===== src/rtl/fifo_pkg.sv =====
// Shared FIFO defaults and pointer-width helper.
package fifo_pkg;

  localparam int DEFAULT_DATA_W = 32;
  localparam int DEFAULT_DEPTH  = 16;

  // One spare MSB lets wrapped pointers tell full from empty.
  function automatic int ptr_w(input int depth);
    return $clog2(depth) + 1;
  endfunction

endpackage


===== src/rtl/fifo_ram.sv =====
// DEPTH x DATA_W storage: synchronous write, asynchronous read; contents are never reset.
module fifo_ram #(
  parameter int DATA_W = 32,
  parameter int DEPTH  = 16
) (
  input  logic                     clk,
  input  logic                     we,
  input  logic [$clog2(DEPTH)-1:0] waddr,
  input  logic [DATA_W-1:0]        wdata,
  input  logic [$clog2(DEPTH)-1:0] raddr,
  output logic [DATA_W-1:0]        rdata
);

  logic [DATA_W-1:0] mem [DEPTH];

  always_ff @(posedge clk) begin
    if (we) mem[waddr] <= wdata;
  end

  assign rdata = mem[raddr];

endmodule


===== src/rtl/sync_fifo_param.sv =====
// First-word-fall-through FIFO, valid/ready both sides; a pushed word is readable the next cycle.
// Full stalls the writer, empty stalls the reader; FIFO_FLUSH_EN adds a synchronous flush port.
module sync_fifo_param
  import fifo_pkg::*;
#(
  parameter int DATA_W   = DEFAULT_DATA_W,
  parameter int DEPTH    = DEFAULT_DEPTH,
  parameter int AF_LEVEL = DEPTH - 2,
  parameter int AE_LEVEL = 2
) (
  input  logic                   clk,
  input  logic                   nRST,
`ifdef FIFO_FLUSH_EN
  input  logic                   flush,
`endif
  input  logic                   wr_valid,
  output logic                   wr_ready,
  input  logic [DATA_W-1:0]      wr_data,
  output logic                   rd_valid,
  input  logic                   rd_ready,
  output logic [DATA_W-1:0]      rd_data,
  output logic [$clog2(DEPTH):0] count,
  output logic                   almost_full,
  output logic                   almost_empty
);

  localparam int PW = ptr_w(DEPTH);
  localparam int AW = PW - 1;
  localparam logic [PW-1:0] FULL_CNT = PW'(DEPTH);
  localparam logic [PW-1:0] AF_THR   = PW'(AF_LEVEL);
  localparam logic [PW-1:0] AE_THR   = PW'(AE_LEVEL);

  logic [PW-1:0] wr_ptr, rd_ptr;
  logic [PW-1:0] wr_ptr_nxt, rd_ptr_nxt, count_nxt;
  logic          push, pop, ram_we;

  assign count    = wr_ptr - rd_ptr;
  assign wr_ready = (count != FULL_CNT);
  assign rd_valid = (count != '0);
  assign push     = wr_valid & wr_ready;
  assign pop      = rd_valid & rd_ready;

  always_comb begin
    wr_ptr_nxt = wr_ptr + PW'(push);
    rd_ptr_nxt = rd_ptr + PW'(pop);
    ram_we     = push;
`ifdef FIFO_FLUSH_EN
    // Flush wins over any push or pop in the same cycle.
    if (flush) begin
      wr_ptr_nxt = '0;
      rd_ptr_nxt = '0;
      ram_we     = 1'b0;
    end
`endif
    count_nxt = wr_ptr_nxt - rd_ptr_nxt;
  end

  // Flags come from the next count so they line up with count itself.
  always_ff @(posedge clk or negedge nRST) begin
    if (!nRST) begin
      wr_ptr       <= '0;
      rd_ptr       <= '0;
      almost_full  <= 1'b0;
      almost_empty <= 1'b1;
    end else begin
      wr_ptr       <= wr_ptr_nxt;
      rd_ptr       <= rd_ptr_nxt;
      almost_full  <= (count_nxt >= AF_THR);
      almost_empty <= (count_nxt <= AE_THR);
    end
  end

  fifo_ram #(
    .DATA_W (DATA_W),
    .DEPTH  (DEPTH)
  ) u_ram (
    .clk   (clk),
    .we    (ram_we),
    .waddr (wr_ptr[AW-1:0]),
    .wdata (wr_data),
    .raddr (rd_ptr[AW-1:0]),
    .rdata (rd_data)
  );

endmodule


===== config.mk =====
export PLATFORM = sky130hd
export DESIGN_NAME = sync_fifo_param
export DESIGN_NICKNAME = d
export VERILOG_FILES = /design/src/rtl/fifo_pkg.sv /design/src/rtl/fifo_ram.sv /design/src/rtl/sync_fifo_param.sv
export SDC_FILE = /design/constraint.sdc
export NUM_CORES = 1
export LEC_CHECK = 0
export ABC_CLOCK_PERIOD_IN_PS = 7200
export BUFFER_PORTS_ARGS = -buffer_cell sky130_fd_sc_hd__buf_2
export CAP_MARGIN = 20
export CORE_MARGIN = 2
export CORE_UTILIZATION = 60
export DETAILED_ROUTE_END_ITERATION = 7
export PLACE_DENSITY = 0.78
export SYNTH_ARGS = -nofsm -noshare
export SYNTH_HDL_FRONTEND = slang
export SYNTH_SLANG_ARGS = --single-unit

===== constraint.sdc =====
create_clock -name clk -period 7.2 [get_ports clk]
set_input_delay 1.08 -clock clk [delete_from_list [all_inputs] [get_ports clk]]
set_output_delay 1.08 -clock clk [all_outputs]
set_load 0.05 [all_outputs]

* After elaboration in Yosys (flattened, before gate mapping) *
Memories as Yosys holds them, arrays and structs flattened.
Index checks and enable logic that the tools add are counted.

operators by class
  eq/ne operators = 1
  multiplexer cells = 2
  add/subtract/negate cells = 4
  order comparisons = 2
  bitwise gates (word level) = 2
  reductions and logical operators = 1

operators with widths
  cell                                                                    count
  5-bit by 1-bit adder with 5-bit output                                  2
  5-bit subtractor                                                        2
  5-bit by 4-bit >= comparator with 1-bit output (second input constant)  1
  5-bit by 2-bit <= comparator with 1-bit output (second input constant)  1
  5-bit inequality test (second input constant)                           1
  5-bit nonzero test                                                      1
  1-bit bitwise AND                                                       2
  1-bit 2-to-1 mux                                                        2

word-level totals
  memories = 1
  RAM bits = 512
  word-level logic and storage cells = 17
  flip-flop bits (word level) = 12

memories
  memory     words  width  rd ports  clocked after memory_dff  write ports  line            text
  u_ram.mem  16     32     1         0                         1            fifo_ram.sv:14  logic [DATA_W-1:0] mem [DEPTH];

* Logic depth before layout (Yosys ltp) *
  depth in word-level cells = 6
  depth in mapped cells = 17
  gate-level depth less buffers = 16

* Cells and area by module *
A second synthesis with hierarchy kept.

second synthesis, totals
  cells, all modules = 884
  area, all modules = 20048.0 um2

modules (own cells, without submodules)
  module           area each (um2)  cells each  times used  sequential area each (um2)
  fifo_ram         19213.4          806         1           15374.7
  sync_fifo_param  834.6            78          1           301.5

* Worst setup path after synthesis *
Ideal clock, no wire load.

  kind = reg2reg
  start point = register wr_ptr[1]
  end point = memory u_ram.mem[10][0], enable pin
  setup time = 0.513 ns
  arrival = 5.960 ns
  period minus slack after synthesis = 6.473 ns
  setup slack = 0.727 ns
  cell stages (with the launch flop) = 9
  cell sequence = dfrtp_1 -> clkbuf_1 -> inv_1 -> fa_1 -> xnor2_1 -> or3_1 -> a2111oi_4 -> buf_6 -> nor4b_1

between the ends
  longest elaborated chain between the ends = 5

ends and longest elaborated chain
  item                                    line                   text
  start, declared                         sync_fifo_param.sv:33  logic [PW-1:0] wr_ptr, rd_ptr;
  start signal, assigned                  sync_fifo_param.sv:66  wr_ptr <= wr_ptr_nxt;
  5-bit subtractor                        sync_fifo_param.sv:37  assign count = wr_ptr - rd_ptr;
  named net count[2]                      sync_fifo_param.sv:22  output logic [$clog2(DEPTH):0] count,
  5-bit inequality test                   sync_fifo_param.sv:38  assign wr_ready = (count != FULL_CNT);
  1-bit bitwise AND                       sync_fifo_param.sv:40  assign push = wr_valid & wr_ready;
  1-bit 2-to-1 mux                        fifo_ram.sv:17         if (we) mem[waddr] <= wdata;
  1-bit 2-to-1 mux (not written as such)  fifo_ram.sv:17
  end, declared                           fifo_ram.sv:14

The timed path passes the listed nets, and every way through them passes these cells.

* Final worst setup path *
  start point = register rd_ptr[1]
  end point = register almost_empty

between the ends
  longest elaborated chain between the ends = 6
  elaborated cells on any way between the ends = 9

ends and longest elaborated chain
  item                                            line                   text
  start, declared                                 sync_fifo_param.sv:33
  start signal, assigned                          sync_fifo_param.sv:67  rd_ptr <= rd_ptr_nxt;
  5-bit subtractor                                sync_fifo_param.sv:37
  5-bit inequality test                           sync_fifo_param.sv:38
  1-bit bitwise AND                               sync_fifo_param.sv:40
  5-bit by 1-bit adder with 5-bit output          sync_fifo_param.sv:44  wr_ptr_nxt = wr_ptr + PW'(push);
  named net wr_ptr_nxt[1]                         sync_fifo_param.sv:34  logic [PW-1:0] wr_ptr_nxt, rd_ptr_nxt, count_nxt;
  5-bit subtractor                                sync_fifo_param.sv:55  count_nxt = wr_ptr_nxt - rd_ptr_nxt;
  5-bit by 2-bit <= comparator with 1-bit output  sync_fifo_param.sv:69  almost_empty <= (count_nxt <= AE_THR);
  end signal, assigned                            sync_fifo_param.sv:69
  end, declared                                   sync_fifo_param.sv:24  output logic almost_empty

The timed path passes the listed nets, and every way through them passes these cells.

==> results.cfg <==
[grt]
antenna_found_initial = 1
grt_max_degree = 102
grt_usage_pct = 24.0
grt_pass1_wl_um = 60800
grt_remaining_overflow = 0
grt_pass1_vias = 9511

[critical_path]
endpoint_kind = register
critPathMaxFanout = 73
critPathRequiredTime_ps = 7690
critPathTopFamily = adder cells
crit_buf_inv = 3
critPathMaxStageDelay_ps = 1100
arrival_ps = 5550
cp-start-kind = register
cp_cell_sequence = inv_1 -> ha_1 -> nor2b_4 -> o21a_1 -> or3_4 -> a2111oi_4 -> buf_4 -> and2b_2 -> ha_1 -> ha_1 -> inv_1 -> fa_1 -> nor3b_1 -> a311oi_1 -> xor2_1 -> o2111a_1
crit_top_cell = ha_1
slowest_stage = dfrtp_4
critical_path_class = reg -> reg

[sta]
rsz0062_at_grt = no
finalCritPeriodShare_pct = 70.2
finalSetupTns_ps = 0
drv_slew = 0
whs_ps = 403
hold_viol_final = 0
post-route-min-period_ps = 5060
timing.slew.headroom_pct = 29.0
setup_viol = 0
max_freq_ghz = 0.198
fin_worst_skew_ps = 12.7
worstMarginPinSlew_ps = 1060

[flow_run]
maxCapViolCount = 0

[min_path]
hold_path.class = in -> async

[cts]
cts_tree = built
cts_buffers = 49
clockRootBuffer = clkbuf_16
holdBufCountCts = 0
clock_latency_ps = 550
clock-sinks = 524
clk_path_buf_depth = 3
cts_max_level = 2
cts_setup_buffers = 0
post_cts_resized = 0
clk_pin_slew_worst_paths_ps = 60

[floorplan]
die_w_um = 187
rows = 67
die_h_um = 187
initial_core_util_pct = 60.5
io_pins = 77
coreArea_mm2 = 0.0334
die_area_mm2 = 0.0351

[routing]
ant_nets = 0
drt_wl_total_um = 41000
drt_iter0_markers = 969
drtPass1Iterations = 7
routed_via_density = 6.39
num_vias = 9128
drc = 0
detail_route.wl_per_cell_um = 28.7

[power_and_ir_drop]
power_density_mw_per_mm2 = 438
swShare_pct = 34.8
ir_drop_v = 0.000324
pwr-share-comb_pct = 36.4
p_leak_nw = 7.33
clkPwrFrac_pct = 24.1
netSwitchingPower_mw = 3.48
p_int_mw = 6.52
pwr-share-seq_pct = 39.5
finalPower_mw = 9.99

[synthesis]
ys_types = 41
synthFlopType = edfxtp_1
yosys_warnings = 0
ys_seq_elements = 524
synth_seq_area_share_pct = 77.7
synthCells = 817
synthArstFlopShare_pct = 2.29
synth.avg_cell_area_um2 = 24.7
synth_area_mm2 = 0.0202
synth_edf_count = 512
yosys.area.top_type_share_pct = 76.2
syn_nets = 866
netlist_top_cells_area = edfxtp_1 76%, mux4_2 18%, dfrtp_1 1.4%, ha_1 0.68%, nor4b_1 0.39%
synth_commonest_cells = 512 x edfxtp_1, 160 x mux4_2, 18 x clkbuf_1, 14 x inv_1, 13 x buf_2
yosysTopAreaCell = edfxtp_1
yosysMostFrequentCell = edfxtp_1

[placement]
port_buffers = 76
place_congestion = 0.754
place_hpwl_um = 21000

[finish]
layout-drive-gt1-share_pct = 36.9
area_growth_pct = 13.2
final_core_util_pct = 68.4
nets = 989

[run_status]
status = finished, final reports clean
==> sequential cells by signal, indices dropped and copies added, names as in the netlist <==
signal        flops
u_ram.mem       512
almost_empty      1
almost_full       1
rd_ptr            5
wr_ptr            5
==> placed cells by master, fill, tap and decap left out, drive strengths merged, types with 2 or more instances in the layout <==
master  count
clkbuf     66
nor2b       3
nor2        7
inv        16
mux4      160
nand2       4
ha         11
clkinv     22
nor4        3
and2        2
nor4b       9
buf       111
nand3       6
xor2        5
xnor2       8
edfxtp    512
fa          2
dfrtp      11
o21ai       2
bufinv      2
or3         3
==> power groups by stage <==
| stage | Clock, mW | Combinational, mW | Sequential [mW] |
|---|---|---|---|
| 6_report | 2.41 | 3.63 | 3.95 |
| 5_1_grt | 2.58 | 3.82 | 3.98 |
| 4_1_cts | 2.46 | 3.67 | 3.95 |
| 3_5_place_dp | 0 | 3.64 | 4.01 |
| 3_3_place_gp | 0 | 3.60 | 3.99 |
| 2_1_floorplan | 0 | 2.92 | 3.87 |
==> cell type report <==
cell class	instances	area (µm²)
Multi-Input combinational cell	239	4370
Antenna cell	1	2.50
Timing Repair Buffer	111	656
Sequential cell	524	15700
Inverter	15	56.3
Fill cell	2037	10500
Clock buffer	66	1330
Clock inverter	25	169
Tap cell	448	561
==> routing by layer <==
layer	global-route usage (%)	wire (µm)	part of all wire, %
met5	0	13	0.032
met4	7.00	872	2.1
met3	4.18	2560	6.2
met2	40.8	21500	53
met1	32.6	16000	39
==> stage by stage <==
step	instance area (µm²)	cells	setup slack, ps
final	22800	1429	2140
after global routing	22800	1428	1900
after CTS	22800	1425	2120
after detailed placement	21300	1334	2130
after global placement	21300	1333	2220
after floorplan	20200	817	727
==> path summary, 6_finish.rpt <==
path / startpoint / to / slack [ps] / depth (start not counted)
min in group clk: wr_ptr[4] / wr_ptr[4] / 540 / 1
hold reg to reg: wr_ptr[4] / wr_ptr[4] / 540 / 1
setup / recovery: rd_ptr[1] / almost_empty / 2140 / 16
hold / removal: nRST / rd_ptr[1] / 400 / 1
max in group asynchronous: nRST / almost_empty / 6520 / 1
setup reg to reg: rd_ptr[1] / almost_empty / 2140 / 16
==> kinds of logic (layout without fill, tap and decap cells) <==
group                    Yosys count  in the layout  share of synthesized area [%]
AO/OA/AOI/OAI                     10             10                          0.465
XOR/XNOR                          13             13                          0.564
adder cells (fa/ha/maj)           14             14                          0.930
buffers and inverters             54            217                           1.16
flip-flops                       524            524                           77.7
multiplexers                     160            160                           17.9
other                              0              1                              0
AND/OR/NAND/NOR                   42             42                           1.33
(Power assumes the default switching activity.)
